===== src/rtl/id_exe_reg_if.sv =====
// rtl/id_exe_reg_if.sv - ID/EXE pipeline register bundle: ID-side captures and EXE-side registered copies
interface id_exe_reg_if;
  logic [31:0] pc_in;
  logic [31:0] val_rn_in;
  logic [31:0] val_rm_in;
  logic [3:0]  dest_in;
  logic [3:0]  src1_in;
  logic [3:0]  src2_in;
  logic [3:0]  exe_cmd_in;
  logic        mem_r_en_in;
  logic        mem_w_en_in;
  logic        wb_en_in;
  logic        b_in;
  logic        s_in;
  logic        imm_in;
  logic [11:0] shift_operand_in;
  logic [23:0] signed_imm_24_in;
  logic [3:0]  status_in;

  logic [31:0] pc_out;
  logic [31:0] val_rn_out;
  logic [31:0] val_rm_out;
  logic [3:0]  dest_out;
  logic [3:0]  src1_out;
  logic [3:0]  src2_out;
  logic [3:0]  exe_cmd_out;
  logic        mem_r_en_out;
  logic        mem_w_en_out;
  logic        wb_en_out;
  logic        b_out;
  logic        s_out;
  logic        imm_out;
  logic [11:0] shift_operand_out;
  logic [23:0] signed_imm_24_out;
  logic [3:0]  status_out;
  logic        valid_out;
  logic [15:0] bubble_count;

  // The ID stage drives the *_in side and the EXE stage consumes the *_out side
  modport master (
    output pc_in, val_rn_in, val_rm_in, dest_in, src1_in, src2_in, exe_cmd_in,
           mem_r_en_in, mem_w_en_in, wb_en_in, b_in, s_in, imm_in,
           shift_operand_in, signed_imm_24_in, status_in,
    input  pc_out, val_rn_out, val_rm_out, dest_out, src1_out, src2_out, exe_cmd_out,
           mem_r_en_out, mem_w_en_out, wb_en_out, b_out, s_out, imm_out,
           shift_operand_out, signed_imm_24_out, status_out, valid_out, bubble_count
  );

  // The pipeline register itself sits on this side
  modport slave (
    input  pc_in, val_rn_in, val_rm_in, dest_in, src1_in, src2_in, exe_cmd_in,
           mem_r_en_in, mem_w_en_in, wb_en_in, b_in, s_in, imm_in,
           shift_operand_in, signed_imm_24_in, status_in,
    output pc_out, val_rn_out, val_rm_out, dest_out, src1_out, src2_out, exe_cmd_out,
           mem_r_en_out, mem_w_en_out, wb_en_out, b_out, s_out, imm_out,
           shift_operand_out, signed_imm_24_out, status_out, valid_out, bubble_count
  );
endinterface


===== src/rtl/id_exe_reg.sv =====
// rtl/id_exe_reg.sv - ID/EXE pipeline register with freeze, flush, hazard bubbles and bubble counter
module id_exe_reg (
  input  logic               clk,
  input  logic               rst,
  input  logic               freeze,
  input  logic               flush,
  input  logic               hazard,
  id_exe_reg_if.slave        bus
);

  // Bubble counter stops at all-ones instead of wrapping to zero
  logic [15:0] bubble_next;
  always_comb begin
    bubble_next = bus.bubble_count;
    if (bus.bubble_count != 16'hFFFF) begin
      bubble_next = bus.bubble_count + 16'd1;
    end
  end

  // Priority per edge: reset, freeze (hold all), flush (kill all), hazard (bubble control), load.
  // Every output comes straight from a flop so EXE sees stable operands all cycle.
  always_ff @(posedge clk) begin
    if (!rst) begin
      bus.pc_out            <= '0;
      bus.val_rn_out        <= '0;
      bus.val_rm_out        <= '0;
      bus.dest_out          <= '0;
      bus.src1_out          <= '0;
      bus.src2_out          <= '0;
      bus.exe_cmd_out       <= '0;
      bus.mem_r_en_out      <= 1'b0;
      bus.mem_w_en_out      <= 1'b0;
      bus.wb_en_out         <= 1'b0;
      bus.b_out             <= 1'b0;
      bus.s_out             <= 1'b0;
      bus.imm_out           <= 1'b0;
      bus.shift_operand_out <= '0;
      bus.signed_imm_24_out <= '0;
      bus.status_out        <= '0;
      bus.valid_out         <= 1'b0;
      bus.bubble_count      <= '0;
    end else if (!freeze) begin
      if (flush) begin
        // Branch taken: the captured instruction is wiped entirely
        bus.pc_out            <= '0;
        bus.val_rn_out        <= '0;
        bus.val_rm_out        <= '0;
        bus.dest_out          <= '0;
        bus.src1_out          <= '0;
        bus.src2_out          <= '0;
        bus.exe_cmd_out       <= '0;
        bus.mem_r_en_out      <= 1'b0;
        bus.mem_w_en_out      <= 1'b0;
        bus.wb_en_out         <= 1'b0;
        bus.b_out             <= 1'b0;
        bus.s_out             <= 1'b0;
        bus.imm_out           <= 1'b0;
        bus.shift_operand_out <= '0;
        bus.signed_imm_24_out <= '0;
        bus.status_out        <= '0;
        bus.valid_out         <= 1'b0;
        bus.bubble_count      <= bubble_next;
      end else begin
        // Data fields load on both normal and hazard edges
        bus.pc_out            <= bus.pc_in;
        bus.val_rn_out        <= bus.val_rn_in;
        bus.val_rm_out        <= bus.val_rm_in;
        bus.dest_out          <= bus.dest_in;
        bus.src1_out          <= bus.src1_in;
        bus.src2_out          <= bus.src2_in;
        bus.imm_out           <= bus.imm_in;
        bus.shift_operand_out <= bus.shift_operand_in;
        bus.signed_imm_24_out <= bus.signed_imm_24_in;
        bus.status_out        <= bus.status_in;
        if (hazard) begin
          // Bubble: no side effects downstream, flagged invalid
          bus.exe_cmd_out  <= '0;
          bus.mem_r_en_out <= 1'b0;
          bus.mem_w_en_out <= 1'b0;
          bus.wb_en_out    <= 1'b0;
          bus.b_out        <= 1'b0;
          bus.s_out        <= 1'b0;
          bus.valid_out    <= 1'b0;
          bus.bubble_count <= bubble_next;
        end else begin
          bus.exe_cmd_out  <= bus.exe_cmd_in;
          bus.mem_r_en_out <= bus.mem_r_en_in;
          bus.mem_w_en_out <= bus.mem_w_en_in;
          bus.wb_en_out    <= bus.wb_en_in;
          bus.b_out        <= bus.b_in;
          bus.s_out        <= bus.s_in;
          bus.valid_out    <= 1'b1;
        end
      end
    end
  end

endmodule


===== src/flat_wrapper.sv =====
// flat-port wrapper written by rule: the top's interface ports become plain ports
module id_exe_reg_flat 
  (clk, rst, freeze, flush, hazard, bus_pc_in, bus_val_rn_in, bus_val_rm_in, bus_dest_in, bus_src1_in, bus_src2_in, bus_exe_cmd_in, bus_mem_r_en_in, bus_mem_w_en_in, bus_wb_en_in, bus_b_in, bus_s_in, bus_imm_in, bus_shift_operand_in, bus_signed_imm_24_in, bus_status_in, bus_pc_out, bus_val_rn_out, bus_val_rm_out, bus_dest_out, bus_src1_out, bus_src2_out, bus_exe_cmd_out, bus_mem_r_en_out, bus_mem_w_en_out, bus_wb_en_out, bus_b_out, bus_s_out, bus_imm_out, bus_shift_operand_out, bus_signed_imm_24_out, bus_status_out, bus_valid_out, bus_bubble_count);
  id_exe_reg_if bus_i ();
  input  logic clk;
  input  logic rst;
  input  logic freeze;
  input  logic flush;
  input  logic hazard;
  input wire logic [$bits(bus_i.pc_in)-1:0] bus_pc_in;
  input wire logic [$bits(bus_i.val_rn_in)-1:0] bus_val_rn_in;
  input wire logic [$bits(bus_i.val_rm_in)-1:0] bus_val_rm_in;
  input wire logic [$bits(bus_i.dest_in)-1:0] bus_dest_in;
  input wire logic [$bits(bus_i.src1_in)-1:0] bus_src1_in;
  input wire logic [$bits(bus_i.src2_in)-1:0] bus_src2_in;
  input wire logic [$bits(bus_i.exe_cmd_in)-1:0] bus_exe_cmd_in;
  input wire logic [$bits(bus_i.mem_r_en_in)-1:0] bus_mem_r_en_in;
  input wire logic [$bits(bus_i.mem_w_en_in)-1:0] bus_mem_w_en_in;
  input wire logic [$bits(bus_i.wb_en_in)-1:0] bus_wb_en_in;
  input wire logic [$bits(bus_i.b_in)-1:0] bus_b_in;
  input wire logic [$bits(bus_i.s_in)-1:0] bus_s_in;
  input wire logic [$bits(bus_i.imm_in)-1:0] bus_imm_in;
  input wire logic [$bits(bus_i.shift_operand_in)-1:0] bus_shift_operand_in;
  input wire logic [$bits(bus_i.signed_imm_24_in)-1:0] bus_signed_imm_24_in;
  input wire logic [$bits(bus_i.status_in)-1:0] bus_status_in;
  output wire logic [$bits(bus_i.pc_out)-1:0] bus_pc_out;
  output wire logic [$bits(bus_i.val_rn_out)-1:0] bus_val_rn_out;
  output wire logic [$bits(bus_i.val_rm_out)-1:0] bus_val_rm_out;
  output wire logic [$bits(bus_i.dest_out)-1:0] bus_dest_out;
  output wire logic [$bits(bus_i.src1_out)-1:0] bus_src1_out;
  output wire logic [$bits(bus_i.src2_out)-1:0] bus_src2_out;
  output wire logic [$bits(bus_i.exe_cmd_out)-1:0] bus_exe_cmd_out;
  output wire logic [$bits(bus_i.mem_r_en_out)-1:0] bus_mem_r_en_out;
  output wire logic [$bits(bus_i.mem_w_en_out)-1:0] bus_mem_w_en_out;
  output wire logic [$bits(bus_i.wb_en_out)-1:0] bus_wb_en_out;
  output wire logic [$bits(bus_i.b_out)-1:0] bus_b_out;
  output wire logic [$bits(bus_i.s_out)-1:0] bus_s_out;
  output wire logic [$bits(bus_i.imm_out)-1:0] bus_imm_out;
  output wire logic [$bits(bus_i.shift_operand_out)-1:0] bus_shift_operand_out;
  output wire logic [$bits(bus_i.signed_imm_24_out)-1:0] bus_signed_imm_24_out;
  output wire logic [$bits(bus_i.status_out)-1:0] bus_status_out;
  output wire logic [$bits(bus_i.valid_out)-1:0] bus_valid_out;
  output wire logic [$bits(bus_i.bubble_count)-1:0] bus_bubble_count;
  assign bus_i.pc_in = bus_pc_in;
  assign bus_i.val_rn_in = bus_val_rn_in;
  assign bus_i.val_rm_in = bus_val_rm_in;
  assign bus_i.dest_in = bus_dest_in;
  assign bus_i.src1_in = bus_src1_in;
  assign bus_i.src2_in = bus_src2_in;
  assign bus_i.exe_cmd_in = bus_exe_cmd_in;
  assign bus_i.mem_r_en_in = bus_mem_r_en_in;
  assign bus_i.mem_w_en_in = bus_mem_w_en_in;
  assign bus_i.wb_en_in = bus_wb_en_in;
  assign bus_i.b_in = bus_b_in;
  assign bus_i.s_in = bus_s_in;
  assign bus_i.imm_in = bus_imm_in;
  assign bus_i.shift_operand_in = bus_shift_operand_in;
  assign bus_i.signed_imm_24_in = bus_signed_imm_24_in;
  assign bus_i.status_in = bus_status_in;
  assign bus_pc_out = bus_i.pc_out;
  assign bus_val_rn_out = bus_i.val_rn_out;
  assign bus_val_rm_out = bus_i.val_rm_out;
  assign bus_dest_out = bus_i.dest_out;
  assign bus_src1_out = bus_i.src1_out;
  assign bus_src2_out = bus_i.src2_out;
  assign bus_exe_cmd_out = bus_i.exe_cmd_out;
  assign bus_mem_r_en_out = bus_i.mem_r_en_out;
  assign bus_mem_w_en_out = bus_i.mem_w_en_out;
  assign bus_wb_en_out = bus_i.wb_en_out;
  assign bus_b_out = bus_i.b_out;
  assign bus_s_out = bus_i.s_out;
  assign bus_imm_out = bus_i.imm_out;
  assign bus_shift_operand_out = bus_i.shift_operand_out;
  assign bus_signed_imm_24_out = bus_i.signed_imm_24_out;
  assign bus_status_out = bus_i.status_out;
  assign bus_valid_out = bus_i.valid_out;
  assign bus_bubble_count = bus_i.bubble_count;
  id_exe_reg u_core (.clk(clk), .rst(rst), .freeze(freeze), .flush(flush), .hazard(hazard), .bus(bus_i));
endmodule

===== config.mk =====
export PLATFORM = sky130hd
export DESIGN_NAME = id_exe_reg_flat
export DESIGN_NICKNAME = d
export VERILOG_FILES = /design/src/rtl/id_exe_reg_if.sv /design/src/rtl/id_exe_reg.sv /design/src/flat_wrapper.sv
export SDC_FILE = /design/constraint.sdc
export NUM_CORES = 1
export LEC_CHECK = 0
export ABC_CLOCK_PERIOD_IN_PS = 2300
export CORE_ASPECT_RATIO = 2
export CORE_MARGIN = 3
export CORE_UTILIZATION = 30
export CTS_CLUSTER_DIAMETER = 80
export CTS_CLUSTER_SIZE = 28
export DETAILED_ROUTE_END_ITERATION = 7
export PLACE_DENSITY = 0.67
export SETUP_SLACK_MARGIN = 0.15
export SYNTH_ARGS = -nofsm -noshare
export SYNTH_HDL_FRONTEND = slang
export SYNTH_SLANG_ARGS = --single-unit
export TNS_END_PERCENT = 30

===== constraint.sdc =====
create_clock -name clk -period 2.3 [get_ports clk]
set_clock_uncertainty 0.15 [all_clocks]
set_input_delay 0.23 -clock clk [delete_from_list [all_inputs] [get_ports clk]]
set_output_delay 0.23 -clock clk [all_outputs]
set_load 0.005 [all_outputs]

==> results of run 1 <==
==> flip-flops by register name (all words and copies together) (netlist names) <==
name,flops
u_core.bus.b_out,1
u_core.bus.bubble_count,16
u_core.bus.exe_cmd_out,4
u_core.bus.src1_out,4
u_core.bus.shift_operand_out,12
u_core.bus.mem_w_en_out,1
u_core.bus.s_out,1
u_core.bus.dest_out,4
u_core.bus.status_out,4
u_core.bus.val_rm_out,32
u_core.bus.val_rn_out,32
u_core.bus.pc_out,32
u_core.bus.mem_r_en_out,1
u_core.bus.wb_en_out,1
u_core.bus.src2_out,4
u_core.bus.signed_imm_24_out,24
u_core.bus.valid_out,1
u_core.bus.imm_out,1
==> path summary, 6_finish.rpt <==
kind / endpoint / slack [ps]
max reg2reg: u_core.bus.bubble_count[13] / 400
max: u_core.bus.bubble_count[13] / 400
min: u_core.bus.status_out[2] / 40
min reg2reg: u_core.bus.bubble_count[15] / 340
==> cells in the mapped netlist, types with 3 or more instances <==
library cell / count
sky130_fd_sc_hd__a22oi_1: 157
sky130_fd_sc_hd__dfxtp_1: 175
sky130_fd_sc_hd__o21ai_0: 4
sky130_fd_sc_hd__nor3_1: 3
sky130_fd_sc_hd__buf_1: 4
sky130_fd_sc_hd__mux2i_1: 3
sky130_fd_sc_hd__o21ai_1: 3
sky130_fd_sc_hd__or4_1: 4
sky130_fd_sc_hd__o31ai_1: 4
sky130_fd_sc_hd__or3_1: 5
sky130_fd_sc_hd__clkbuf_1: 46
sky130_fd_sc_hd__nand3_1: 6
sky130_fd_sc_hd__nand2_1: 7
sky130_fd_sc_hd__nand4_1: 6
sky130_fd_sc_hd__nor2_1: 161
sky130_fd_sc_hd__a21oi_1: 11
==> final cells by class <==
type / instances / share of cell area (%)
timing repair buffer: 352 / 34.7
sequential: 175 / 34.1
multi-input combinational: 394 / 22.3
clock buffer: 21 / 4.58
tap: 259 / 3.15
clock inverter: 11 / 1.03
inverter: 3 / 0.134
==> metal layers <==
metal	share of wire [%]	vias to the layer above
met3	7.1	30
li1	-	2894
met5	0	-
met2	54	250
met1	36	2827
met4	3.0	0
==> worst max-delay path, delay by kind of cell (launching register included) <==
family	cells	cell delay, ps
AO/OA/AOI/OAI	1	160
flip-flops	1	480
AND/OR/NAND/NOR	3	1040
==> cells by family after synthesis <==
| logic type | count (synthesis) | synth area share (%) |
|---|---|---|
| AND/OR/NAND/NOR | 204 | 14.3 |
| AO/OA/AOI/OAI | 185 | 22.7 |
| XOR/XNOR | 1 | 0.145 |
| adder cells (fa/ha/maj) | 1 | 0.208 |
| multiplexers | 3 | 0.498 |
| buffers and inverters | 58 | 4.01 |
| flip-flops | 175 | 58.1 |
==> metrics by stage <==
step                      utilization, %  worst slack (ps)
after detailed placement            49.6               214
after floorplan                        -               474
after global routing                52.6               220
final                               52.6               400
after CTS                           52.6               397
after global placement              49.6               232
==> power by group through the flow <==
stage               Sequential (mW)  Clock, mW  Combinational, mW
floorplan                      3.27          0              0.270
global placement               3.26          0              0.875
detailed placement             3.26          0              0.881
CTS                            3.20       2.92              0.886
global route                   3.21       3.04              0.945
finish                         3.20       2.84              0.873
==> impl_summary.md, run 1 <==
Run status
The run finished with clean final reports.

Pwr
The internal power of the cells totals 5.27 mW. The reported leakage power is 3.71 nW. The power density relative to cell area is 672 nW/um^2. The relative contribution of the clock network to total power is 41.1%. The switching power is 1.64 mW. Power comes to 6.91 mW.

Sequential cells burn 46.3% of the power. Combinational logic burns 12.6% of the power. The fraction of power spent switching nets is 23.8%. The largest vdd supply drop is 404 uV.

Layout
Of the cells placed in the final design, the portion with a size suffix greater than 1 is 5.86%. The sequential cell area is 3500 um^2. In the layout the commonest cells are sky130_fd_sc_hd__clkdlybuf4s50_1 (336), sky130_fd_sc_hd__dfxtp_1 (175), sky130_fd_sc_hd__nor2_1 (160). The most frequent standard cell in the layout excluding fill and tap cells is sky130_fd_sc_hd__clkdlybuf4s50_1. The antenna diode count is 0. The net count of the finished layout is 1107. The multi-input combinational cell area is 2290 um^2. The growth of design area from synthesis to finish is 70.5%. After routing the design area is 10300 um^2. For this run, the number of standard cells in the final layout without fillers is 1215. The filler cells instantiated in the layout total 1801.

Hold path
The worst hold path startpoint is freeze. The class of the worst hold path is input port to flip-flop. Counting instances, the worst hold path has a depth of 3.

Clock network
The longest clock path from root to sink contains 2 buffers. The maximum level of the CTS H-tree is 4. After clock tree synthesis, the repair step resized 0 gates. The clock tree from TritonCTS is yes. The number of sinks on the clock net is 175. The number of buffers inserted by hold repair at cts is 0.

In this run, CTS created clock tree buffers numbering 17. The library cell used as clock root buffer is sky130_fd_sc_hd__clkbuf_16. Once the clock tree was built, the setup fixing pass inserted 0 buffers.

The clock transition time at the flip-flop clock pins of the worst setup and hold paths is 70 ps. The clock insertion delay at the later pin of the skew report is 420 ps.

GRT
The global routing stage identified its most utilized layer as met2. The residual overflow from global routing is 0. The initial antenna violation count came to 0. Global routing consumed, on the met1 layer, 19.6% of the routing resources. The pin count of the biggest net entering global routing is 85.

For met2 alone, demand over resource in global routing was 34.7%. Across every metal layer, demand over resource in global routing totals 18.9%. The first-pass GRT wire length is 32300 um.

In the global route stage, met3 resource usage came out at 5.35%. The number of global-route vias before repair is 5878.

Setup path
The maximum fanout count along the critical path is 9. Data on the critical path is required at its endpoint by 2500 ps. STA classifies the critical path endpoint as a flip-flop.

The launching instance or port of the critical path is u_core.bus.bubble_count[5]. The worst register-to-register path begins at u_core.bus.bubble_count[5]. The critical path in this run is classified as flip-flop to flip-flop. STA classifies the critical path startpoint as a flip-flop. The signal on the critical path passes through nand2_1 > or3_1 > or4_1 > a21oi_1. The maximum single-stage delay on the critical path is 510 ps. Among all stages on the critical path, the largest delay is contributed by sky130_fd_sc_hd__or3_1. Data arrives at the worst endpoint at 2100 ps. Measured in cells, the most critical reg-to-reg path has a length of 4.

Floorplanning
The number of ports placed on the die boundary is 338. The placeable core region is 19500 um^2. The vertical extent of the die is 206 um. The effective utilization at floorplan is 30.8%. The floorplan has 72 rows. From left edge to right edge, the die measures 106 um. The floorplan step defined a die boundary enclosing 21900 um^2.

Yosys
The predominant post-synthesis flop cell is sky130_fd_sc_hd__dfxtp_1. sky130_fd_sc_hd__dfxtp_1 takes more of the synthesized area than any other cell. The share of synthesized area in the top cell type comes to 58.1%. Of all flip-flops after synthesis, the portion carrying an async set or reset was 0%.

The synthesized design contains 175 register bits. Yosys attributes the largest share of cell area to sky130_fd_sc_hd__dfxtp_1 (58%), sky130_fd_sc_hd__a22oi_1 (20%), sky130_fd_sc_hd__nor2_1 (10%), sky130_fd_sc_hd__clkbuf_1 (2.9%), sky130_fd_sc_hd__a21oi_1 (0.91%). The total of warnings raised by yosys is 0.

The synthesized netlist contains 41 unique library cells. The cell area that synthesis handed to floorplanning was 6030 um^2. The number of synthesized flops with an enable pin is 0. Sequential elements use 58.1% of the synthesized area.

When the netlist entered floorplanning its net count stood at 791. In the synthesized netlist, the number of instances is 627. The mean post-synth cell area is 9.61 um^2.

Flow run
Max-cap violations in this run came to 0.

Timing
Static timing analysis puts the maximum clock frequency at 526 MHz. Setup violations remaining at the end of the flow were counted as 0. The number of hold violations in the final report came to 0. Across all hold checks on the routed design, the worst slack comes to 36.1 ps.

The worst-margin pin slew is 927 ps. Of the available clock period, the critical path in the final layout requires 82.6%. The final max-slew violation count is 0.

Adding up every negative setup slack in the final design gives 0 ps. The remaining max-slew budget at the tightest pin is 37.8%. The post-route minimum period is 1900 ps.

Setup repair after global routing left no endpoint under its margin.

Route
The average vias per placed instance is 4.94. The DRC violations left is 0. The number of optimization iterations in the first detailed-route pass is 5.

The DRC violation total after the first TritonRoute iteration is 303. Wires add up to 21500 um. The number of vias after detailed routing is 6001. The detail route stage leaves a number of antenna-violating nets equal to 0.

After detailed routing, the average wire length per cell comes to 17.7 um.

Placed design
In this run the cell area measured after placement is 9700 um^2. The congestion estimate from routability-driven global placement came to 0.789. The number of cells in the design after placement is 1183. The placed wire-length estimate after detailed placement is 15700 um.

The count of buffers from port buffering is 337.
No activity file was read; power rests on OpenSTA's default activity.
==> run 2: changes to the inputs <==
- ABC_CLOCK_PERIOD_IN_PS: 2300 -> 1800
- clock period: 2.3 -> 1.8 ns (I/O delays scaled with it)
==> impl_summary.md, run 2 (synthesis results as in run 1) <==
Run status
The run finished with clean final reports.

Hold path
The worst hold path startpoint is freeze. The end point of the worst hold path is u_core.bus.exe_cmd_out[3]. The number of cells on the worst hold path came to 4 (+1). The class of the worst hold path is input port to flip-flop.

GRT
The overall global routing resource usage is 19.3% (+0.38 points). The number of global-route vias before repair came to 5941 (+1.1%). The met1 global-route usage is 18.8% (-0.80 points). The global-route track usage on met3 was 5.22% (-0.13 points).

The residual overflow from global routing came to 0 (unchanged). The pin count of the biggest net entering global routing was 117 (+38%). The most heavily used metal layer in global routing is met2. The initial antenna violation count is 0 (unchanged). The first-pass GRT wire length is 32800 um (+1.7%).

The global-route track usage on met2 is 37.6% (+2.9 points).

Pwr
The power density relative to cell area is 818 nW/um^2 (+22%). The combinational cell fraction of total power came to 12.9% (+0.3 points). The relative contribution of the clock network to total power is 40.9% (-0.2 points). The sequential cell fraction of total power was 46.2% (about the same). The largest vdd supply drop is 526 uV (+30%). The cell internal power dissipation came to 6.67 mW (+27%). The reported leakage power is 4.97 nW (+34%). The fraction of power spent switching nets is 24.4% (+0.68 points). The switching power was 2.16 mW (+31%). The total design power is 8.83 mW (+28%).

Layout
The end-of-flow core utilization is 55.2% (+2.6 points). The largest registers in the layout are u_core.bus.pc_out (32), u_core.bus.val_rm_out (32), u_core.bus.val_rn_out (32). The final net count is 1150 (+3.9%).

The top cell types in the final layout, fill and taps aside, are sky130_fd_sc_hd__clkdlybuf4s50_1 (238), sky130_fd_sc_hd__dfxtp_1 (161), sky130_fd_sc_hd__nor2_1 (160). The fill cell total of the finished layout came to 1768 (-1.8%). The final design area excluding fillers came to 10800 um^2 (+5.0%). The most frequent standard cell in the layout excluding fill and tap cells is sky130_fd_sc_hd__clkdlybuf4s50_1. The growth of design area from synthesis to finish is 79.0%. The share of final-layout standard cells stronger than drive strength 1 is 12.5% (+6.7 points). The antenna diode count is 0 (unchanged).

Floorplanning
The effective utilization at floorplan is 30.8% (unchanged). The vertical extent of the die is 206 um (unchanged). The placeable core region is 19500 um^2 (unchanged).

The site row count is 72 (unchanged). The number of ports placed on the die boundary came to 338 (unchanged). The full die area came to 21900 um^2 (unchanged). The die span in x is 106 um (unchanged).

Setup path
The cell with the largest stage delay on the worst path is sky130_fd_sc_hd__or4_1. The category of the critical setup timing path is flip-flop to flip-flop. The data arrival time of the critical path was 2000 ps (-100 ps). The launching instance or port of the critical path is u_core.bus.bubble_count[1].

In this run the critical register-to-register path is captured at u_core.bus.bubble_count[8]. The worst setup path is launched from a flip-flop. The required time of the critical path is 2010 ps (-490 ps). The depth of the worst register-to-register path is 7 (+3). The maximum fanout count along the critical path is 15 (+6).

The type of element capturing the critical path is a flip-flop. The start of the worst register-to-register path is u_core.bus.bubble_count[1]. Grouping stages by cell kind, the critical path spends the most delay in simple AND/OR/NAND/NOR gates. The worst path buffer plus inverter count is 2 (+2). Traced cell by cell, the critical path runs through ha_4 > nand4_1 > o41ai_4 > buf_12 > buf_4 > or4_1 > a21oi_1. The slack of the worst reg-to-reg path is 10 ps (-390 ps). The maximum single-stage delay on the critical path is 390 ps (-120 ps).

Route
The DRC violations left came to 0 (unchanged). The number of optimization iterations in the first detailed-route pass is 4 (-1). The final routed wire length divided by cell count is 17.7 um (about the same).

The number of nets still failing antenna checks after routing is 0 (unchanged). The number of vias after detailed routing is 6137 (+2.3%). The DRC violation total after the first TritonRoute iteration came to 293 (-3.3%). The total detailed-routing wirelength is 22200 um (+3.5%).

The average vias per placed instance came to 4.88 (-1.2%).

Flow run
The number of maximum-capacitance violations came to 0 (unchanged).

Timing
The worst-margin pin slew is 569 ps (-357 ps). The period utilization was 99.3% (+17 points). The final-layout worst hold slack was 103 ps (+66.5 ps). The number of hold violations in the final report is 0 (unchanged). The highest attainable clock frequency is 560 MHz (+6.3%). The final-report setup violation count came to 0 (unchanged). Setup repair after global routing could not meet its margin everywhere.

The final max-slew violation count is 0 (unchanged). The remaining max-slew budget at the tightest pin is 62.0% (+24 points). The post-route minimum period is 1790 ps (-113 ps). The post-route setup TNS came to 0 ps (unchanged).

Clock network
The number of clock buffers inserted by TritonCTS is 17 (unchanged). The number of sinks on the clock net is 175 (unchanged). The number of buffers inserted by hold repair at cts was 0 (unchanged). The number of buffers on the longest clock path is 2 (unchanged).

The clock insertion delay at the later pin of the skew report came to 430 ps (about the same). The tree is rooted in a sky130_fd_sc_hd__clkbuf_16. The maximum level of the CTS H-tree is 4 (unchanged). TritonCTS built the clock tree.

The clock transition time at the flip-flop clock pins of the worst setup and hold paths was 70 ps (about the same).

Placed design
The placed wire-length estimate after detailed placement is 16400 um (+4.2%). The count of buffers from port buffering came to 337 (unchanged). The placer's final routability congestion estimate was 0.786 (-0.33%). The placed standard-cell area is 10000 um^2 (+3.3%).
run 2: metrics by stage:
stage / std cells / worst slack (ps)
floorplan: 627 / 17.6
CTS: 1254 / -20.3
detailed placement: 1221 / -271
global placement: 1221 / -210
global route: 1258 / -82.4
finish: 1258 / 13.4
run 2: what timing repair did:
item | in CTS | in global routing
setup endpoints to repair | 71 | 70
gates resized for setup | 68 | 60
pin swaps | 5 | 9
setup buffers | 1 | 4
run 2: power by group through the flow:
| stage | clock network [mW] | logic [mW] | registers (mW) |
|---|---|---|---|
| 5_1_grt | 3.87 | 1.23 | 4.09 |
| 3_5_place_dp | 0 | 1.16 | 4.17 |
| 2_1_floorplan | 0 | 0.346 | 4.18 |
| 6_report | 3.61 | 1.14 | 4.08 |
| 3_3_place_gp | 0 | 1.16 | 4.16 |
| 4_1_cts | 3.72 | 1.14 | 4.08 |
run 2: worst min-delay path, stage by stage:
cell	delay, ps
sky130_fd_sc_hd__buf_4	140
sky130_fd_sc_hd__nor3_2	100
sky130_fd_sc_hd__a22oi_1	160
sky130_fd_sc_hd__nor2_1	50
run 2: metal layers:
metal  part of all wire (%)  routed length (um)
met2                     57               12600
met4                    2.2                 482
met1                     35                7710
met3                    6.6                1470
met5                      0                   0
run 2: cell type report:
class / instances / area, um^2 / area share, %
Clock buffer: 19 / 443 / 4.11
Multi-Input combinational cell: 394 / 2390 / 22.1
Inverter: 3 / 13.8 / 0.128
Sequential cell: 175 / 3530 / 32.7
Tap cell: 259 / 324 / 3.00
Timing Repair Buffer: 395 / 3970 / 36.8
Clock inverter: 13 / 126 / 1.17
run 2: worst max path at each step:
stage | endpoint | slack [ps] | cells after the start
after floorplan | u_core.bus.bubble_count[1] | 20 | 7
after global placement | u_core.bus.b_out | -210 | 5
after detailed placement | u_core.bus.exe_cmd_out[2] | -270 | 5
after CTS | u_core.bus.bubble_count[1] | -20 | 6
after global routing | u_core.bus.bubble_count[8] | -80 | 7
final | u_core.bus.bubble_count[8] | 10 | 7
